--- src/rtl/nn_decision_stage_if.sv ---
// Score-frame handshake between the output-layer block (master) and the
// decision stage (slave).
interface nn_decision_stage_if #(
  parameter int unsigned W       = 10,
  parameter int unsigned N_CLASS = 3
);
  logic         in_valid;
  logic [W-1:0] score [0:N_CLASS-1];
  logic         in_ready;

  modport master (output in_valid, output score, input in_ready);
  modport slave  (input in_valid, input score, output in_ready);
endinterface

--- src/rtl/nn_decision_stage.sv ---
// Sequential argmax over one frame of output-neuron scores, confidence grading
// against the runner-up, and a held, clearable drowsiness alarm.
module nn_decision_stage #(
  parameter int unsigned W            = 10,
  parameter int unsigned N_CLASS      = 3,
  parameter int unsigned DROWSY_CLASS = 2,
  parameter int unsigned MARGIN       = 8,
  parameter int unsigned ALARM_FRAMES = 4,
  parameter int unsigned HOLD_CYCLES  = 16,
  localparam int unsigned IdxW  = $clog2(N_CLASS),
  localparam int unsigned CntW  = $clog2(ALARM_FRAMES + 1),
  localparam int unsigned HoldW = $clog2(HOLD_CYCLES + 1)
) (
  input  logic                Clock,
  input  logic                Rst,
  nn_decision_stage_if.slave  frame,
  input  logic                alarm_clr,
  output logic [IdxW-1:0]     class_id,
  output logic                class_valid,
  output logic                confident,
  output logic [CntW-1:0]     drowsy_count,
  output logic                alarm
);

  typedef enum logic [1:0] {StIdle, StCompare, StDecide} state_e;

  state_e            state_q, state_d;
  logic [W-1:0]      scores_q [N_CLASS];
  logic [W-1:0]      scores_d [N_CLASS];
  logic [W-1:0]      best_q, best_d, runner_q, runner_d;
  logic [IdxW-1:0]   best_idx_q, best_idx_d, cmp_idx_q, cmp_idx_d;
  logic [IdxW-1:0]   class_id_q, class_id_d;
  logic              class_valid_q, class_valid_d, confident_q, confident_d;
  logic              in_ready_q, in_ready_d, alarm_q, alarm_d;
  logic [CntW-1:0]   cnt_q, cnt_d, cnt_inc;
  logic [HoldW-1:0]  hold_q, hold_d;
  logic [W-1:0]      cur_score, diff;
  logic              conf_now, drowsy;

  always_comb begin
    cur_score = '0;
    for (int i = 0; i < N_CLASS; i++) begin
      if (cmp_idx_q == IdxW'(i)) cur_score = scores_q[i];
    end
  end

  // best >= runner_up always holds, so the W-bit difference never wraps.
  assign diff     = best_q - runner_q;
  assign conf_now = (diff >= W'(MARGIN));
  assign drowsy   = (best_idx_q == IdxW'(DROWSY_CLASS)) && conf_now;
  assign cnt_inc  = (cnt_q == CntW'(ALARM_FRAMES)) ? cnt_q : cnt_q + 1'b1;

  always_comb begin
    state_d       = state_q;
    scores_d      = scores_q;
    best_d        = best_q;
    runner_d      = runner_q;
    best_idx_d    = best_idx_q;
    cmp_idx_d     = cmp_idx_q;
    class_id_d    = class_id_q;
    confident_d   = confident_q;
    class_valid_d = 1'b0;
    unique case (state_q)
      StIdle: begin
        if (frame.in_valid) begin
          for (int i = 0; i < N_CLASS; i++) scores_d[i] = frame.score[i];
          best_d     = frame.score[0];
          runner_d   = '0;
          best_idx_d = '0;
          cmp_idx_d  = IdxW'(1);
          state_d    = StCompare;
        end
      end
      StCompare: begin
        if (cur_score > best_q) begin
          runner_d   = best_q;
          best_d     = cur_score;
          best_idx_d = cmp_idx_q;
        end else if (cur_score > runner_q) begin
          runner_d = cur_score;
        end
        cmp_idx_d = cmp_idx_q + 1'b1;
        if (cmp_idx_q == IdxW'(N_CLASS - 1)) state_d = StDecide;
      end
      StDecide: begin
        class_id_d    = best_idx_q;
        confident_d   = conf_now;
        class_valid_d = 1'b1;
        state_d       = StIdle;
      end
      default: state_d = StIdle;
    endcase
    in_ready_d = (state_d == StIdle);
  end

  // Streak / hold-timer / alarm next state; the clear acknowledge wins last.
  always_comb begin
    cnt_d   = cnt_q;
    hold_d  = hold_q;
    alarm_d = alarm_q;
    if (alarm_q && (hold_q != '0)) begin
      hold_d = hold_q - 1'b1;
      if (hold_q == HoldW'(1)) alarm_d = 1'b0;
    end
    if (state_q == StDecide) begin
      if (drowsy) begin
        cnt_d = cnt_inc;
        if (cnt_inc == CntW'(ALARM_FRAMES)) begin
          alarm_d = 1'b1;
          hold_d  = '0;
        end
      end else begin
        cnt_d = '0;
        if (alarm_q) begin
          hold_d  = HoldW'(HOLD_CYCLES);
          alarm_d = 1'b1;
        end
      end
    end
    if (alarm_clr) begin
      cnt_d   = '0;
      hold_d  = '0;
      alarm_d = 1'b0;
    end
  end

  always_ff @(posedge Clock or negedge Rst) begin
    if (!Rst) begin
      state_q       <= StIdle;
      for (int i = 0; i < N_CLASS; i++) scores_q[i] <= '0;
      best_q        <= '0;
      runner_q      <= '0;
      best_idx_q    <= '0;
      cmp_idx_q     <= '0;
      class_id_q    <= '0;
      class_valid_q <= 1'b0;
      confident_q   <= 1'b0;
      in_ready_q    <= 1'b1;
      cnt_q         <= '0;
      hold_q        <= '0;
      alarm_q       <= 1'b0;
    end else begin
      state_q       <= state_d;
      scores_q      <= scores_d;
      best_q        <= best_d;
      runner_q      <= runner_d;
      best_idx_q    <= best_idx_d;
      cmp_idx_q     <= cmp_idx_d;
      class_id_q    <= class_id_d;
      class_valid_q <= class_valid_d;
      confident_q   <= confident_d;
      in_ready_q    <= in_ready_d;
      cnt_q         <= cnt_d;
      hold_q        <= hold_d;
      alarm_q       <= alarm_d;
    end
  end

  assign frame.in_ready = in_ready_q;
  assign class_id       = class_id_q;
  assign class_valid    = class_valid_q;
  assign confident      = confident_q;
  assign drowsy_count   = cnt_q;
  assign alarm          = alarm_q;

endmodule

--- src/flat_wrapper.sv ---
// flat-port wrapper written by rule: the top's interface ports become plain ports
module nn_decision_stage_flat 
#(
  parameter int unsigned W            = 10,
  parameter int unsigned N_CLASS      = 3,
  parameter int unsigned DROWSY_CLASS = 2,
  parameter int unsigned MARGIN       = 8,
  parameter int unsigned ALARM_FRAMES = 4,
  parameter int unsigned HOLD_CYCLES  = 16,
  localparam int unsigned IdxW  = $clog2(N_CLASS),
  localparam int unsigned CntW  = $clog2(ALARM_FRAMES + 1),
  localparam int unsigned HoldW = $clog2(HOLD_CYCLES + 1)
)
  (Clock, Rst, alarm_clr, class_id, class_valid, confident, drowsy_count, alarm, frame_in_valid, frame_score, frame_in_ready);
  nn_decision_stage_if #(.W(W), .N_CLASS(N_CLASS)) frame_i ();
  input  logic Clock;
  input  logic Rst;
  input  logic alarm_clr;
  output logic [IdxW-1:0] class_id;
  output logic class_valid;
  output logic confident;
  output logic [CntW-1:0] drowsy_count;
  output logic alarm;
  input wire logic [$bits(frame_i.in_valid)-1:0] frame_in_valid;
  input wire logic [$bits(frame_i.score)-1:0] frame_score;
  output wire logic [$bits(frame_i.in_ready)-1:0] frame_in_ready;
  assign frame_i.in_valid = frame_in_valid;
  assign frame_i.score = {>>{frame_score}};
  assign frame_in_ready = frame_i.in_ready;
  nn_decision_stage #(.W(W), .N_CLASS(N_CLASS), .DROWSY_CLASS(DROWSY_CLASS), .MARGIN(MARGIN), .ALARM_FRAMES(ALARM_FRAMES), .HOLD_CYCLES(HOLD_CYCLES)) u_core (.Clock(Clock), .Rst(Rst), .frame(frame_i), .alarm_clr(alarm_clr), .class_id(class_id), .class_valid(class_valid), .confident(confident), .drowsy_count(drowsy_count), .alarm(alarm));
endmodule
--- config.mk ---
export PLATFORM = sky130hd
export DESIGN_NAME = nn_decision_stage_flat
export DESIGN_NICKNAME = d
export VERILOG_FILES = /design/src/rtl/nn_decision_stage_if.sv /design/src/rtl/nn_decision_stage.sv /design/src/flat_wrapper.sv
export SDC_FILE = /design/constraint.sdc
export NUM_CORES = 1
export LEC_CHECK = 0
export ABC_AREA = 1
export BUFFER_PORTS_ARGS = -buffer_cell sky130_fd_sc_hd__buf_2
export CAP_MARGIN = 10
export CORE_MARGIN = 1.5
export CORE_UTILIZATION = 45
export CTS_CLUSTER_DIAMETER = 50
export CTS_CLUSTER_SIZE = 10
export DETAILED_ROUTE_END_ITERATION = 12
export GPL_ROUTABILITY_DRIVEN = 1
export HOLD_SLACK_MARGIN = 0.15
export PLACE_DENSITY_LB_ADDON = 0.3
export SKIP_CTS_REPAIR_TIMING = 1
export SYNTH_ARGS = -nofsm -noshare
export SYNTH_HDL_FRONTEND = slang
export SYNTH_SLANG_ARGS = --single-unit
--- constraint.sdc ---
create_clock -name Clock -period 3.65 [get_ports Clock]
set_input_delay 0.1825 -clock Clock [delete_from_list [all_inputs] [get_ports Clock]]
set_output_delay 0.1825 -clock Clock [all_outputs]
set_load 0.1 [all_outputs]
; Word level (Yosys, flattened, before mapping)
; Cells that the tools add are included.
; W data, S select, Z words.
[totals]
in_bits = 34
reg_bits = 70
out_inout_bits = 9
word_cells = 81
[classes]
n_mux = 36
n_reduce_logical = 12
n_eq_ne = 11
magnitude_cmp = 3
add_sub_neg = 4
[ops]
columns = operator, n
row1 = $mux W10, 8
row2 = $pmux W10 S2, 2
row3 = $mux W5, 6
row4 = $gt A10 B10 Y1, 2
row5 = $mux W3, 4
row6 = $pmux W2 S2, 3
row7 = $ge A10 B4 Y1 const B, 1
row8 = $mux W2, 5
row9 = $sub A10 B10 Y10, 1
row10 = $mux W1, 8
row11 = $eq A2 B2 Y1 const B, 3
row12 = $eq A3 B3 Y1 const B, 2
row13 = $logic_not A2 Y1, 3
row14 = $reduce_and A3 Y1, 2
row15 = $eq A5 B1 Y1 const B, 1
row16 = $reduce_bool A5 Y1, 1
row17 = $sub A5 B1 Y5 const B, 1
row18 = $eq A2 B1 Y1 const B, 2
row19 = $reduce_and A2 Y1, 2
row20 = $reduce_bool A2 Y1, 2
row21 = $add A3 B1 Y3 const B, 1
row22 = $ne A3 B1 Y1 const B, 1
row23 = $add A2 B1 Y2 const B, 1
row24 = $logic_and A1 B1 Y1, 2
row25 = other kinds (2), 2

; Logic depth before layout (Yosys ltp)
[depth]
word_depth = 8
depth_mapped = 20
ltp_nobuf = 19

; Worst setup path after synthesis
; No wires, ideal clock.
[synth_timing]
path_type = reg2reg
start = register u_core.cmp_idx_q[0]
end = register u_core.best_q[2]
arrival_ps = 2524
stages_incl_launch_ff = 18
slack_ps = 1000
required_time_ps = 3524
period_less_slack_ps = 2650
cell_sequence = dfrtp_1 -> inv_1 -> ha_1 -> buf_2 -> inv_1 -> buf_2 -> a21oi_1 -> ha_1 -> a21oi_1 -> nor2_1 -> a211oi_1 -> nand3_1 -> and2_1 -> nand2_1 -> nand2_1 -> buf_4 -> nand2_1 -> o21ai_0
[synth_between]
elab_chain_len = 7
word_cells_on_any_way = 11
classes_between = 1 x order compare / 3 x eq/ne / 5 x mux / 2 x reduce/logical
[synth_rtl]
columns = item, line
row1 = "start, declared", nn_decision_stage.sv:31  ; logic [IdxW-1:0] best_idx_q, best_idx_d, cmp_idx_q, cmp_idx_d;
row2 = "start signal, assigned", nn_decision_stage.sv:148  ; cmp_idx_q <= cmp_idx_d;
row3 = $logic_not A2 Y1, nn_decision_stage.sv:43  ; if (cmp_idx_q == IdxW'(i)) cur_score = scores_q[i];
row4 = $mux W10 (2 in series), nn_decision_stage.sv:43
row5 = $mux W10 *, nn_decision_stage.sv:43
row6 = $gt A10 B10 Y1, nn_decision_stage.sv:75  ; if (cur_score > best_q) begin
row7 = $ne A2 B1 Y1 (no source line), --
row8 = $reduce_and A3 Y1 (no source line), --
row9 = "end signal, assigned", nn_decision_stage.sv:145  ; best_q <= best_d;
row10 = "end, declared", nn_decision_stage.sv:30  ; logic [W-1:0] best_q, best_d, runner_q, runner_d;
; Every way passes the cells marked *; elsewhere a longest branch is shown, timed or not. The select of a mux whose other input is x is not followed.
; A chain may end at the register's enable or synchronous reset.

; Worst setup path after layout
[layout_timing]
start = register u_core.cmp_idx_q[0]
end = register u_core.runner_q[7]
[layout_between]
elab_chain_len = 7
word_cells_on_any_way = 13
classes_between = 2 x order compare / 3 x eq/ne / 6 x mux / 2 x reduce/logical
[layout_rtl]
columns = item, line
row1 = $logic_not A2 Y1, nn_decision_stage.sv:43
row2 = $mux W10 (2 in series), nn_decision_stage.sv:43
row3 = $mux W10 *, nn_decision_stage.sv:43
row4 = $gt A10 B10 Y1 (tied with other cells), nn_decision_stage.sv:79  ; end else if (cur_score > runner_q) begin
row5 = $ne A3 B1 Y1 (no source line) or $mux W10 (tied branches), --
row6 = $reduce_and A3 Y1 (no source line) or $pmux W10 S2 (tied branches), --
row7 = "end signal, assigned", nn_decision_stage.sv:146  ; runner_q <= runner_d;
row8 = "end, declared", nn_decision_stage.sv:30
; Marked as above.

==> impl_summary.md <==
Power and ir drop
The worst-case IR drop observed on VDD is between 0.0004 and 0.0005 V. The clock share of power is between 10% and 20%. The sequential power share is 24.1%. Internal power comes to between 2 and 3 mW. Of the total power, the share spent switching nets is 49.41%.

Summed over all nets, the switching power comes to between 2 and 3 mW. The power per cell area is 1017 nW/um2. Combinational cells account for ~62% of the total power. Summed over all cells, the static leakage comes to roughly 2.6 nW. Power comes to ~5.3 mW.

Route
The final route contains between 3,000 and 4,000 vias. The first detailed-routing pass took 4 iterations. Dividing the detail-routed wire length by the instance count gives 12.52 um. The count of routing violations after the opening detailed-route iteration is 165. The final routed wirelength across all metal layers is 9.330 mm. The number of nets with antenna violations after detailed routing is 0. Using the TritonRoute via totals, the vias-per-cell ratio works out to 5.054. After detailed routing, the number of remaining DRC violations is 0.

Timing
For the pin with the worst max-slew slack, the measured transition is about 1.1 ns. The total negative slack for setup checks is 0 ns. The setup slack of the critical path after layout is ~0.36 ns. The fmax is just over 300 MHz. The number of setup violations in the final report is 0.

The worst clock skew is around 0.014 ns. The final-report max-slew violation count was 0. The final number of hold-violating endpoints is 0. Setup repair after global routing left no endpoint under its margin. The final critical-path required period is about 3.3 ns. The final critical path takes up between 90 and 100% of the cycle. The smallest hold slack is 0.1277 ns. Measured against its own limit, the worst slew margin works out to around 30%.

Floorplanning
The horizontal die dimension is just over 100 um. The y dimension of the die is about 100 um. The area inside the core boundary is 9328 um2. The number of placement rows is 35. For this configuration, the core starts out at a cell density of between 40% and 50%. The die covers approximately 10,000 um2. The I/O pin total is 43.

Global route
The via count of the first global-routing pass came to around 3,500. The largest net degree at the start of global routing is 50. The busiest metal layer after global routing is met2. Global routing used 26.39% of the available met1 tracks. Global routing used 19.34% of the available tracks across all layers.

The total overflow left after global routing is 0. The number of antenna violations at the first check in global routing was 0. The global-route wire length before repair is 15.73 mm. For met2 alone, demand over resource in global routing was about 30%. In the global route stage, met3 resource usage came out at ~3.4%.

Setup path
The endpoint arrival time on the critical path is around 3.5 ns. The critical-path maximum fanout is 20. The number of gates on the worst path with buffers counted is 14. The critical path contains buffers and inverters numbering 2 combined. The terminus of the critical flop-to-flop path is u_core.runner_q[7]. The worst reg2reg path depth is 14. The most critical setup path has its endpoint at u_core.runner_q[7]. Among cell families on the critical path, the largest total delay comes from simple AND/OR/NAND/NOR gates. In this run the worst setup path begins at u_core.cmp_idx_q[0]. On the worst path, the slowest cell contributes a delay of ~0.38 ns. The critical path endpoint category is a register.

The worst setup path is of the reg -> reg kind. The beginning of the worst register-to-register path is u_core.cmp_idx_q[0]. The setup check on the worst reg-to-reg path leaves a slack of between 0.3 and 0.4 ns. The signal on the critical path passes through inv_1 -> ha_1 -> inv_1 -> a21oi_1 -> ha_1 -> a21oi_1 -> nor2_1 -> a211oi_1 -> nand3_1 -> and2_1 -> nand2_1 -> nand3_2 -> nand3_1 -> o21ai_0. The slowest stage of the critical path is the sky130_fd_sc_hd__dfrtp_1 cell. The startpoint kind of the worst setup timing path is a register. The worst endpoint required time is around 3.9 ns.

CTS
The clock root buffer is sky130_fd_sc_hd__clkbuf_8. The H-tree was split into 3 levels. For the worst-skew pair, the clock arrives at the later sink with an insertion delay of ~0.36 ns. The clock passes through at most 2 buffers.

The sink count of the clock tree is 70. In this run, CTS created clock tree buffers numbering 9. After clock tree synthesis, the clock-pin slew on the worst setup and hold paths is around 0.08 ns. The clock tree from TritonCTS is done.

Placed design
The worst-case setup slack after placement is 0.1838 ns. The post-placement cell area is about 4700 um2. Input and output buffers added on the ports amount to between 40 and 50. The total instance count after detailed placement is around 700. Routability-driven placement finished with a final weighted congestion of approximately 0.9. Detailed placement ended at an HPWL of slightly below 7 mm.

Logic synthesis
After synthesis, flip-flops and latches occupy ~40% of the total area. After synthesis, the netlist uses 36 different library cells. The mapped netlist covers approximately 4400 um2.

After synthesis, the cell types taking the most area are sky130_fd_sc_hd__dfrtp_1 40%, sky130_fd_sc_hd__nand2_1 11%, sky130_fd_sc_hd__ha_1 11%, sky130_fd_sc_hd__o21ai_0 7.1%, sky130_fd_sc_hd__inv_1 6.3%. Counting every net in the synthesized netlist gives 614. The largest area contributor in the netlist is sky130_fd_sc_hd__dfrtp_1. The synthesized design contains 70 register bits. The share of Yosys cell area claimed by the top area cell type is about 40%. The count of yosys warnings during synthesis is 0. The gate count after technology mapping is about 540. A synthesized cell averages around 8 um2.

Job
The number of maximum-capacitance violations is 0.

Layout
In the layout the commonest cells are 131 x sky130_fd_sc_hd__nand2_1, 73 x sky130_fd_sc_hd__inv_1, 69 x sky130_fd_sc_hd__dfrtp_1. The post-layout instance count excluding filler cells is roughly 750. Cells fill between 50% and 60% of the core in the end. The diode insertion count for antenna repair is 0.

The net total in the final layout is approximately 700. The finished cells cover ~5200 um2. The share of final-layout standard cells stronger than drive strength 1 is about 16%. The final-layout fill cell count is between 800 and 900. Relative to the synthesized area, the layout overhead comes to 19.14%. The most frequent standard cell in the layout excluding fill and tap cells is sky130_fd_sc_hd__nand2_1.

Hold path
The type of the most critical hold path is in -> reg.

Outcome
The run finished with clean final reports.
## cell type report
class                   instances  area [um2]  share of cell area, %
well taps                     129       161.4                  3.102
flip-flops and latches         70        1753                  33.69
inverters                      74       277.8                  5.339
clock buffers                   9       123.9                  2.381
multi-input cells             382        2266                  43.55
repair buffers                 74       515.5                  9.909
clock inverters                 7       105.1                  2.020
## kinds of logic after synthesis
| group | after synthesis | share of synthesized area, % |
|---|---|---|
| xor gates and xnor gates | 6 | 1.203 |
| and+or+nand+nor | 210 | 20.80 |
| buffers and inverters | 90 | 8.137 |
| adders and majority gates | 38 | 11.06 |
| muxes | 20 | 5.158 |
| DFF | 70 | 40.14 |
| AOI/OAI and AO/OA | 108 | 13.50 |
## worst min path at each step
stage | from | end | slack (ns) | depth (start not counted)
CTS | Rst | u_core.scores_q[13] | 0.04 | 1
detailed placement | frame_score[6] | u_core.scores_q[6] | 0.42 | 2
global route | frame_score[28] | u_core.scores_q[28] | 0.16 | 3
floorplan | Rst | u_core.alarm | -0.11 | 0
finish | frame_score[28] | u_core.scores_q[28] | 0.13 | 3
global placement | frame_score[12] | u_core.scores_q[12] | 0.41 | 2
## sequential cells by signal (all words and copies together) (netlist names)
name / cells
u_core.frame.in_ready: 1
u_core.best_idx_q: 2
u_core.state_q: 2
u_core.drowsy_count: 3
u_core.runner_q: 10
u_core.hold_q: 5
u_core.cmp_idx_q: 2
u_core.best_q: 10
u_core.confident: 1
u_core.alarm: 1
u_core.class_id: 2
u_core.scores_q: 30
u_core.class_valid: 1
## power by group through the flow
stage                     clock network (mW)  registers (mW)  logic (mW)
after floorplan                            0            1.37        2.50
after global placement                     0            1.28        3.14
after detailed placement                   0            1.29        3.23
after CTS                              0.743            1.28        3.25
after global routing                   0.767            1.32        3.78
final                                  0.722            1.28        3.29
## per-layer routing
layer	vias up	routed length, um
li1	1924	-
met2	84	4366
met1	1740	4449
met4	0	191
met5	-	0
met3	17	323
## synthesized netlist by cell type
library cell / number
sky130_fd_sc_hd__clkbuf_1: 6
sky130_fd_sc_hd__nand2_2: 3
sky130_fd_sc_hd__nand3_2: 2
sky130_fd_sc_hd__nor2_2: 2
sky130_fd_sc_hd__xnor2_1: 1
sky130_fd_sc_hd__a31oi_1: 2
sky130_fd_sc_hd__a211oi_1: 1
sky130_fd_sc_hd__mux2_2: 20
sky130_fd_sc_hd__a21oi_2: 1
sky130_fd_sc_hd__nand3_1: 30
sky130_fd_sc_hd__inv_1: 73
sky130_fd_sc_hd__a21boi_0: 1
sky130_fd_sc_hd__nor2_4: 1
sky130_fd_sc_hd__nor4_1: 1
sky130_fd_sc_hd__dfrtp_1: 69
sky130_fd_sc_hd__ha_1: 37
sky130_fd_sc_hd__nand2_4: 2
sky130_fd_sc_hd__dfstp_2: 1
sky130_fd_sc_hd__o21ai_0: 62
sky130_fd_sc_hd__nor3_2: 1
sky130_fd_sc_hd__o211ai_1: 1
sky130_fd_sc_hd__or2_2: 2
sky130_fd_sc_hd__and2_1: 1
sky130_fd_sc_hd__o41ai_1: 2
sky130_fd_sc_hd__a22oi_1: 10
sky130_fd_sc_hd__nand2_1: 132
sky130_fd_sc_hd__nor3_1: 1
sky130_fd_sc_hd__clkinv_1: 1
sky130_fd_sc_hd__buf_2: 8
sky130_fd_sc_hd__nor2_1: 25
sky130_fd_sc_hd__a21oi_1: 27
sky130_fd_sc_hd__xor2_1: 5
sky130_fd_sc_hd__fa_1: 1
sky130_fd_sc_hd__buf_4: 2
sky130_fd_sc_hd__nand4_1: 7
sky130_fd_sc_hd__o21a_1: 1
## worst reg2reg max path, stage by stage, from the launching register on
cell and delay [ns]:
sky130_fd_sc_hd__dfrtp_1 0.38, sky130_fd_sc_hd__inv_1 0.12, sky130_fd_sc_hd__ha_1 0.34, sky130_fd_sc_hd__inv_1 0.27, sky130_fd_sc_hd__a21oi_1 0.34, sky130_fd_sc_hd__ha_1 0.32, sky130_fd_sc_hd__a21oi_1 0.21, sky130_fd_sc_hd__nor2_1 0.06
sky130_fd_sc_hd__a211oi_1 0.17, sky130_fd_sc_hd__nand3_1 0.08, sky130_fd_sc_hd__and2_1 0.16, sky130_fd_sc_hd__nand2_1 0.12, sky130_fd_sc_hd__nand3_2 0.30, sky130_fd_sc_hd__nand3_1 0.18, sky130_fd_sc_hd__o21ai_0 0.10
(Power assumes the default switching activity.)
